### src/rtl/instr_register_pkg.sv
// Shared types for the instruction register and its front-end controller.
// Adds the read-side FSM states and queue depth to the register's data types.
package instr_register_pkg;

    typedef enum logic [3:0] {
        ZERO  = 4'd0,
        PASSA = 4'd1,
        PASSB = 4'd2,
        ADD   = 4'd3,
        SUB   = 4'd4,
        MULT  = 4'd5,
        DIV   = 4'd6,
        MOD   = 4'd7
    } opcode_t;

    typedef logic signed [31:0] operand_t;
    typedef logic [4:0]         address_t;

    typedef struct packed {
        opcode_t  opc;
        operand_t op_a;
        operand_t op_b;
    } instruction_t;

    typedef enum logic {
        RD_IDLE,
        RD_VALID
    } rd_state_t;

    localparam int IR_ADDR_W = $bits(address_t);
    localparam int IR_DEPTH  = 32;

    // Only the eight defined operations are legal; anything above MOD is rejected.
    function automatic logic isLegalOpcode(input opcode_t op);
        return (4'(op) <= 4'(MOD));
    endfunction

endpackage

### src/rtl/instr_reg_ctrl_arbiter.sv
// Two-way round-robin arbiter for the instruction register write port.
// Owns the last-grant history; a blocked arbiter grants nobody.
module ir_rr_arbiter (
    input  logic       clk,
    input  logic       reset_n,
    input  logic [1:0] req,
    input  logic       block,
    output logic [1:0] gnt
);

    logic r_lastGrant;

    always_comb begin
        gnt = 2'b00;
        if (!block) begin
            if (req == 2'b11) begin
                gnt = r_lastGrant ? 2'b01 : 2'b10;
            end else begin
                gnt = req;
            end
        end
    end

    // Reset favours requester 0 on the first contended cycle.
    always_ff @(posedge clk or negedge reset_n) begin
        if (!reset_n) begin
            r_lastGrant <= 1'b1;
        end else if (|gnt) begin
            r_lastGrant <= gnt[1];
        end
    end

endmodule

### src/rtl/instr_reg_ctrl.sv
// Instruction register front end: arbitrated circular-queue writes, valid/ready read drain.
// Optional feature macro: IR_CTRL_OPCODE_CHECK_EN (drops illegal opcodes and pulses err).
module instr_reg_ctrl
    import instr_register_pkg::*;
#(
    parameter int ADDR_W = IR_ADDR_W,
    parameter int DEPTH  = IR_DEPTH
) (
    input  logic                 clk,
    input  logic                 reset_n,
    input  logic [1:0]           req_valid,
    output logic [1:0]           req_ready,
    input  opcode_t  [1:0]       req_opcode,
    input  operand_t [1:0]       req_operand_a,
    input  operand_t [1:0]       req_operand_b,
    output logic                 load_en,
    output logic [ADDR_W-1:0]    write_pointer,
    output opcode_t              opcode,
    output operand_t             operand_a,
    output operand_t             operand_b,
    output logic [ADDR_W-1:0]    read_pointer,
    input  instruction_t         instruction_word,
    output logic                 rd_valid,
    input  logic                 rd_ready,
    output instruction_t         rd_instr,
    output logic [ADDR_W:0]      count,
    output logic                 full,
    output logic                 empty,
    output logic                 err
);

    localparam logic [ADDR_W:0] FULL_COUNT = (ADDR_W+1)'(DEPTH);

    logic [ADDR_W-1:0] r_wrPtr;
    logic [ADDR_W-1:0] r_rdPtr;
    logic [ADDR_W:0]   r_count;
    rd_state_t         r_state;
    logic              r_rdValid;
    instruction_t      r_rdInstr;

    logic [1:0] w_gnt;
    logic       w_sel;
    logic       w_legal;
    logic       w_write;
    logic       w_capture;
    logic       w_block;
    opcode_t    w_reqOpc;

    // Holding off grants during reset keeps load_en quiet while reset_n is low.
    assign w_block = full || !reset_n;

    ir_rr_arbiter u_arbiter (
        .clk     (clk),
        .reset_n (reset_n),
        .req     (req_valid),
        .block   (w_block),
        .gnt     (w_gnt)
    );

    assign w_sel    = w_gnt[1];
    assign w_reqOpc = req_opcode[w_sel];

`ifdef IR_CTRL_OPCODE_CHECK_EN
    logic r_err;

    assign w_legal = isLegalOpcode(w_reqOpc);

    always_ff @(posedge clk or negedge reset_n) begin
        if (!reset_n) begin
            r_err <= 1'b0;
        end else begin
            r_err <= (|w_gnt) && !w_legal;
        end
    end

    assign err = r_err;
`else
    assign w_legal = 1'b1;
    assign err     = 1'b0;
`endif

    assign w_write   = (|w_gnt) && w_legal;
    assign w_capture = (r_count != '0) && ((r_state == RD_IDLE) || rd_ready);

    assign req_ready     = w_gnt;
    assign load_en       = w_write;
    assign write_pointer = r_wrPtr;
    assign opcode        = w_write ? w_reqOpc : ZERO;
    assign operand_a     = w_write ? req_operand_a[w_sel] : '0;
    assign operand_b     = w_write ? req_operand_b[w_sel] : '0;
    assign read_pointer  = r_rdPtr;
    assign rd_valid      = r_rdValid;
    assign rd_instr      = r_rdInstr;
    assign count         = r_count;
    assign full          = (r_count == FULL_COUNT);
    assign empty         = (r_count == '0);

    // Write pointer and occupancy; a write and a capture on one edge cancel out.
    always_ff @(posedge clk or negedge reset_n) begin
        if (!reset_n) begin
            r_wrPtr <= '0;
            r_count <= '0;
        end else begin
            if (w_write) begin
                r_wrPtr <= r_wrPtr + 1'b1;
            end
            case ({w_write, w_capture})
                2'b10:   r_count <= r_count + 1'b1;
                2'b01:   r_count <= r_count - 1'b1;
                default: r_count <= r_count;
            endcase
        end
    end

    always_ff @(posedge clk or negedge reset_n) begin
        if (!reset_n) begin
            r_state   <= RD_IDLE;
            r_rdPtr   <= '0;
            r_rdValid <= 1'b0;
            r_rdInstr <= '0;
        end else begin
            case (r_state)
                RD_IDLE: begin
                    if (w_capture) begin
                        r_state   <= RD_VALID;
                        r_rdValid <= 1'b1;
                    end
                end
                RD_VALID: begin
                    if (rd_ready && (r_count == '0)) begin
                        r_state   <= RD_IDLE;
                        r_rdValid <= 1'b0;
                    end
                end
                default: begin
                    r_state   <= RD_IDLE;
                    r_rdValid <= 1'b0;
                end
            endcase
            if (w_capture) begin
                r_rdInstr <= instruction_word;
                r_rdPtr   <= r_rdPtr + 1'b1;
            end
        end
    end

endmodule

### config.mk
export PLATFORM = sky130hd
export DESIGN_NAME = instr_reg_ctrl
export DESIGN_NICKNAME = d
export VERILOG_FILES = /design/src/rtl/instr_register_pkg.sv /design/src/rtl/instr_reg_ctrl_arbiter.sv /design/src/rtl/instr_reg_ctrl.sv
export SDC_FILE = /design/constraint.sdc
export NUM_CORES = 1
export LEC_CHECK = 0
export CORE_AREA = 10 10 133 135
export CTS_CLUSTER_DIAMETER = 40
export DETAILED_ROUTE_END_ITERATION = 8
export DIE_AREA = 0 0 143 145
export PLACE_DENSITY_LB_ADDON = 0.3
export RECOVER_POWER = 25
export SETUP_SLACK_MARGIN = 0.15
export SYNTH_ARGS = -nofsm -noshare
export SYNTH_HDL_FRONTEND = slang
export SYNTH_SLANG_ARGS = --single-unit
export TNS_END_PERCENT = 5
### constraint.sdc
create_clock -name clk -period 4.1 [get_ports clk]
set_input_delay 0.82 -clock clk [delete_from_list [all_inputs] [get_ports clk]]
set_output_delay 0.82 -clock clk [all_outputs]
set_load 0.01 [all_outputs]
* Yosys cells after proc, flatten, opt, wreduce, memory -nomap -nowiden
Index checks and enable logic that the tools add are counted.
** Storage, ports and cells
- Bits in registers :: 87
- Bits of input ports :: 209
- Output and inout port bits :: 159
- Logic and storage cells :: 50
** Cells by class
- Add/subtract/negate cells :: 4
- $lt $le $gt $ge :: 1
- Eq/ne operators :: 6
- Muxes and demuxes :: 19
- Bitwise logic cells :: 1
- Reductions and logical operators :: 10
** Operators by type and width (number)
- 2-to-1 mux 32 bit :: 6
- 2-to-1 mux 4 bit :: 3
- one-hot mux 6 bit (2 select lines) :: 1
- adder 5 x 1 -> 5 bit, second input constant :: 2
- adder 6 x 1 -> 6 bit, second input constant :: 1
- equality test 6 bit, second input constant :: 1
- zero test 6 bit :: 1
- 2-to-1 mux 2 bit :: 3
- nonzero test 6 bit :: 1
- subtractor 6 x 1 -> 6 bit, second input constant :: 1
- equality test 2 bit, second input constant :: 2
- 2-to-1 mux 1 bit :: 4
- one-hot mux 1 bit (2 select lines) :: 2
- equality test 2 x 1 -> 1 bit, second input constant :: 1
- logical AND 1 bit :: 2
- logical OR 1 bit :: 2
- < comparator 1 x 2 -> 1 bit, second input constant :: 1
- != test 2 x 1 -> 1 bit, second input constant :: 1
- != test 2 bit, second input constant :: 1
- AND reduction 2 bit :: 1
- nonzero test 2 bit :: 1
- OR reduction 2 bit :: 1
- zero test 1 bit :: 1
- inverter 1 bit :: 1

* Logic depth before layout (Yosys ltp)
- Word-level depth :: 6
- Mapped depth :: 13
- Mapped depth without buffers :: 10

* Modules after synthesis
Synthesis repeated with hierarchy kept, for this count alone.
** Unflattened totals
- Cell total of the unflattened synthesis :: 329
- Area total of the unflattened synthesis :: 4539.4 µm²
** Modules (own cells, without submodules)
- instr_reg_ctrl :: instances 1, cells an instance 322, area each 4468.0 µm², seq. area each 2152.1 µm²
- ir_rr_arbiter :: instances 1, cells an instance 7, area each 71.3 µm², seq. area each 26.3 µm²

* Least setup slack after synthesis
Ideal clock, no wire load.
- Path type :: reg2reg
- Start point :: register r_count[1], in the netlist count[1]
- End point :: register r_count[4], in the netlist count[4]
- Arrival :: 2.930 ns
- Required time :: 3.977 ns
- Setup slack :: 1.047 ns
- Stages on the path, launching flop included :: 14
- Path buffers :: 3
- Period minus slack after synthesis :: 3.053 ns
- Cell sequence :: dfrtp_1 -> buf_4 -> nor4_1 -> a31oi_1 -> o21ai_1 -> clkbuf_1 -> ha_1 -> clkbuf_1 -> xor2_1 -> ha_1 -> and4b_1 -> a221oi_1 -> a21oi_1 -> xnor2_1
** Between the ends
- Longest elaborated chain between the ends :: 6
- Elaborated cells on any way between the ends :: 12
- Those cells by class :: add/sub: 2; eq/ne: 3; mux: 2; reduce/logical: 5
** Ends and longest elaborated chain
- start, declared :: RTL line instr_reg_ctrl.sv:36 : logic [ADDR_W:0] r_count;
- start signal, assigned :: RTL line instr_reg_ctrl.sv:108 : 2'b10: r_count <= r_count + 1'b1;
- start signal, assigned :: RTL line instr_reg_ctrl.sv:109 : 2'b01: r_count <= r_count - 1'b1;
- start signal, assigned :: RTL line instr_reg_ctrl.sv:110 : default: r_count <= r_count;
- equality test 6 bit :: RTL line instr_reg_ctrl.sv:95 : assign full = (r_count == FULL_COUNT);
- logical OR 1 bit :: RTL line instr_reg_ctrl.sv:50 : assign w_block = full || !reset_n;
- 2-to-1 mux 2 bit :: RTL line instr_reg_ctrl_arbiter.sv:15 : if (!block) begin
- OR reduction 2 bit :: RTL line instr_reg_ctrl.sv:82 : assign w_write = (|w_gnt) && w_legal;
- equality test 2 x 1 -> 1 bit or equality test 2 bit (tied branches) :: RTL line instr_reg_ctrl.sv:107 : case ({w_write, w_capture})
- one-hot mux 6 bit (2 select lines) or nonzero test 2 bit (tied branches)
Parallel ways exist; a longest one is shown, timed or not.
A chain may end at the register's enable or synchronous reset.

* Worst setup path in the final report
- Start point :: input port req_valid[1]
- End point :: output port operand_b[0]
** Between the ends
- Longest elaborated chain between the ends :: 6
- Elaborated cells on any way between the ends :: 7
- Those cells by class :: eq/ne: 1; mux: 5; reduce/logical: 1
** Ends and longest elaborated chain
- start, declared :: RTL line instr_reg_ctrl.sv:11 : input logic [1:0] req_valid,
- equality test 2 bit :: RTL line instr_reg_ctrl_arbiter.sv:16 : if (req == 2'b11) begin
- 2-to-1 mux 2 bit * :: RTL line instr_reg_ctrl_arbiter.sv:16
- 2-to-1 mux 2 bit * :: RTL line instr_reg_ctrl_arbiter.sv:15
- 2-to-1 mux 32 bit (implied by the code) (2 in series) :: RTL line instr_reg_ctrl.sv:90 : assign operand_b = w_write ? req_operand_b[w_sel] : '0;
- 2-to-1 mux 32 bit * :: RTL line instr_reg_ctrl.sv:90
- end, declared :: RTL line instr_reg_ctrl.sv:20 : output operand_t operand_b,
Every way passes the cells marked *; elsewhere a longest branch is shown, timed or not. The select of a mux whose other input is x is not followed.

==> summary.md <==
| Metric | Value |
|---|---|
| Status | `finished, violations left` |
| Failing checks | `capacitance limit, slew limit` |
| Area delta synth->final | `85.85%` |
| Adder-cell share of the synthesized area | `1.313%` |
| Drt via density | `4.678` |
| Clock power share | `21.5%` |
| Die Wd | `143 µm` |
| Number of fillers in the final layout | `1,258` |
| Cells after synthesis | `473` |
| Post-synth top area share | `45.16%` |
| Critical-path maximum fanout | `68` |
| R2R setup slack | `1.21 ns` |
| First-pass GRT wire length | `30,530 µm` |
| Die height | `145 µm` |
| Clock Latency Late Sink | `0.33 ns` |
| Top Ports | `368` |
| Cell internal pwr | `2.580 mW` |
| Ys Warns | `0` |
| Detailed Route WL | `21,030 µm` |
| Iteration-0 DRC Markers | `128` |
| GR peak layer | `met2` |
| Post-CTS sizing | `0` |
| CP arrival | `2.89 ns` |
| Vias in the first global route | `4,979` |
| Asr flop ratio synth | `100.0%` |
| NetSw | `1.181 mW` |
| Initial antenna violation count | `2` |
| Area contributors post-synth | `dfrtp_1, mux2_4, nand2_1` |
| Synthesized cell area | `4766 µm²` |
| Seq cells post-synth | `87` |
| Peak VDD IR | `0.0003010 V` |
| Ratio of cells with drive above 1 in the final layout | `11.42%` |
| Syn avg cell area | `10.08 µm²` |
| Grt total ovfl | `0` |
| Hold-fix buffers, CTS | `0` |
| Startpoint Class | `input pin` |
| Final Max Slew Viols | `88` |
| Die Area | `20,740 µm²` |
| CP startpoint | `req_valid[1]` |
| Total CTS buffers | `9` |
| # port buffers | `366` |
| Max-slew headroom | `-41.58%` |
| Area of the multi-input gates | `2382 µm²` |
| Register share of total power | `34.4%` |
| Total Nets Final | `1,035` |
| Clock root cell | `clkbuf_16` |
| Clock tree buffer depth | `2` |
| Fmax | `269.7 MHz` |
| Crit Path Class | `in -> out` |
| Tot GR Track Use | `19.04%` |
| M1 GR Usage | `18.33%` |
| Postcts setup bufs | `0` |
| Fin crit period | `3.707 ns` |
| RSZ-0062 raised after global routing | `false` |
| Leakage | `3.755 nW` |
| FF-to-FF path depth | `9` |
| Clk slew on worst S/H paths | `0.06 ns` |
| Yosys top cell by area | `dfrtp_1` |
| CTS sink cnt | `87` |
| Syn_nets | `687` |
| Wirelength per Cell | `20.74 µm` |
| Post-route DRC | `0` |
| Register area | `2178 µm²` |
| Sum Neg Setup Slack | `0 ns` |
| FP Rows | `45` |
| Fin. Hold Viols | `0` |
| Largest family of logic cells by synthesized area | `multiplexers` |
| Vias | `4,743` |
| CTS tree | `yes` |
| Starting Density | `31.70%` |
| DRT antenna net count | `0` |
| Post-Synth Simple-Gate Area | `14.26%` |
| Final setup vio count | `0` |
| Pwr Density | `424.7 nW/µm²` |
| Largest net degree at the start of global routing | `88` |
| Detailed Routing Iterations Pass 1 | `4` |
| Slew of the pin with the lowest slew margin | `2.124 ns` |
| Max-Cap Viols | `1` |
| R2r startpoint | `count[1]` |
| Synth Area in Compound Gates | `9.556%` |
| CTS H-tree lvls | `3` |
| Xor/xnor share of the synthesized area | `2.940%` |
| Met2 Track Usage GR | `34.12%` |
| Unique masters post-synth | `37` |
| Routability congestion estimate | `0.8471` |
| Sequential share of the synthesized area | `45.71%` |
| Finished Cell Area | `8857 µm²` |
| CP Data Required Time | `3.28 ns` |
| HP Class | `reg -> reg` |
| Detailed Place HPWL | `17,090 µm` |
| Mux cell area share after synthesis | `21.50%` |
| Met3 Use GR | `10.56%` |
| Worst Setup End Kind | `output pin` |
| Sw frac | `31.40%` |
| R2R Path End | `count[4]` |
| Core footprint | `15,030 µm²` |
| Number of synthesized flops with an enable pin | `0` |
| Skew final | `0.006305 ns` |
| Final worst path period share | `90.42%` |
| Placement Cell Area | `8566 µm²` |
| Worst Setup EP | `operand_b[0]` |
| Synth Flop Type | `dfrtp_1` |
| Combinational group share of total power | `44.2%` |
==> Yosys cell counts (2+ instances only) <==
master      n
xnor2_1    10
ha_1        5
o21ai_0     3
mux2_2     11
clkbuf_1   22
dfrtp_1    86
nor3_1      3
a21oi_1    76
xor2_1      6
nor2b_1     3
buf_6       7
and4b_1     2
buf_2       3
nand4_1     4
and3b_1     2
nand2_1   142
inv_1       7
buf_4       2
mux2_4     60
a31oi_1     2
==> sequential cells by signal (all words and copies together) (netlist names) <==
register               flops
rd_instr                  68
count                      6
read_pointer               5
write_pointer              5
r_state                    1
rd_valid                   1
u_arbiter.r_lastGrant      1
==> power groups by stage <==
stage / sequential (mW) / combinational (mW) / clock (mW)
final: 1.29 / 1.66 / 0.807
after CTS: 1.29 / 1.69 / 0.827
after global placement: 1.28 / 1.65 / 0
after floorplan: 1.35 / 0.677 / 0
after detailed placement: 1.30 / 1.68 / 0
after global routing: 1.32 / 1.78 / 0.860
==> layout by cell type (no fill, tap or decap), types with 4 or more instances in the layout <==
master             n
xor2_1             6
clkbuf_16          9
ha_1               5
nand4_1            4
clkdlybuf4s50_1  365
dfrtp_1           86
inv_1              7
a21oi_1           76
xnor2_1           10
nand2_1          141
mux2_2            11
mux2_4            60
==> metrics by stage <==
step / utilization (%) / setup slack [ns] / total power [mW] / hold WS (ns) / instances
finish: 58.92 / 0.3927 / 3.761 / 0.4775 / 1014
global route: 58.88 / 0.1803 / 3.969 / 0.4904 / 1012
CTS: 58.88 / 0.2316 / 3.808 / 0.4817 / 1011
detailed placement: 56.98 / 0.2334 / 2.982 / 0.4728 / 998
global placement: 56.98 / 0.3117 / 2.935 / 0.4535 / 998
floorplan: - / 1.047 / 2.022 / 0.4416 / 473
==> layout make-up <==
class	count	share of cell area [%]
Clock inverter	1	0.3390
Sequential cell	87	24.59
Multi-Input combinational cell	344	26.90
Clock buffer	12	2.896
Antenna cell	3	0.08476
Tap cell	188	2.656
Inverter	7	0.2967
Timing Repair Buffer	372	42.24
==> worst min-delay path by stage <==
stage | startpoint | to | slack [ns] | cells past startpoint
after floorplan | r_state | rd_valid | 0.44 | 1
after global placement | r_state | rd_valid | 0.45 | 1
after detailed placement | read_pointer[4] | read_pointer[4] | 0.47 | 1
after CTS | read_pointer[4] | read_pointer[4] | 0.48 | 1
after global routing | read_pointer[4] | read_pointer[4] | 0.49 | 1
final | read_pointer[4] | read_pointer[4] | 0.48 | 1
==> worst max-delay path, stage by stage <==
cell and delay [ns]:
clkdlybuf4s50_1 0.64, and2_2 0.24, buf_12 0.27, nand2_1 0.09, a21oi_1 0.19, clkdlybuf4s50_1 0.61
==> routing by layer <==
metal	routed length (µm)	part of all wire, %
met1	7336	35
met2	10630	51
met3	2709	13
met4	355	1.7
met5	0	0
==> logic make-up after synthesis <==
logic type                 Yosys count
adders and majority gates            5
muxes                               71
other                                1
buffers and inverters               42
AOI/OAI and AO/OA                   87
and+or+nand+nor                    164
DFF                                 87
xor gates and xnor gates            16
Note: power is estimated with default switching activity, not from simulation.
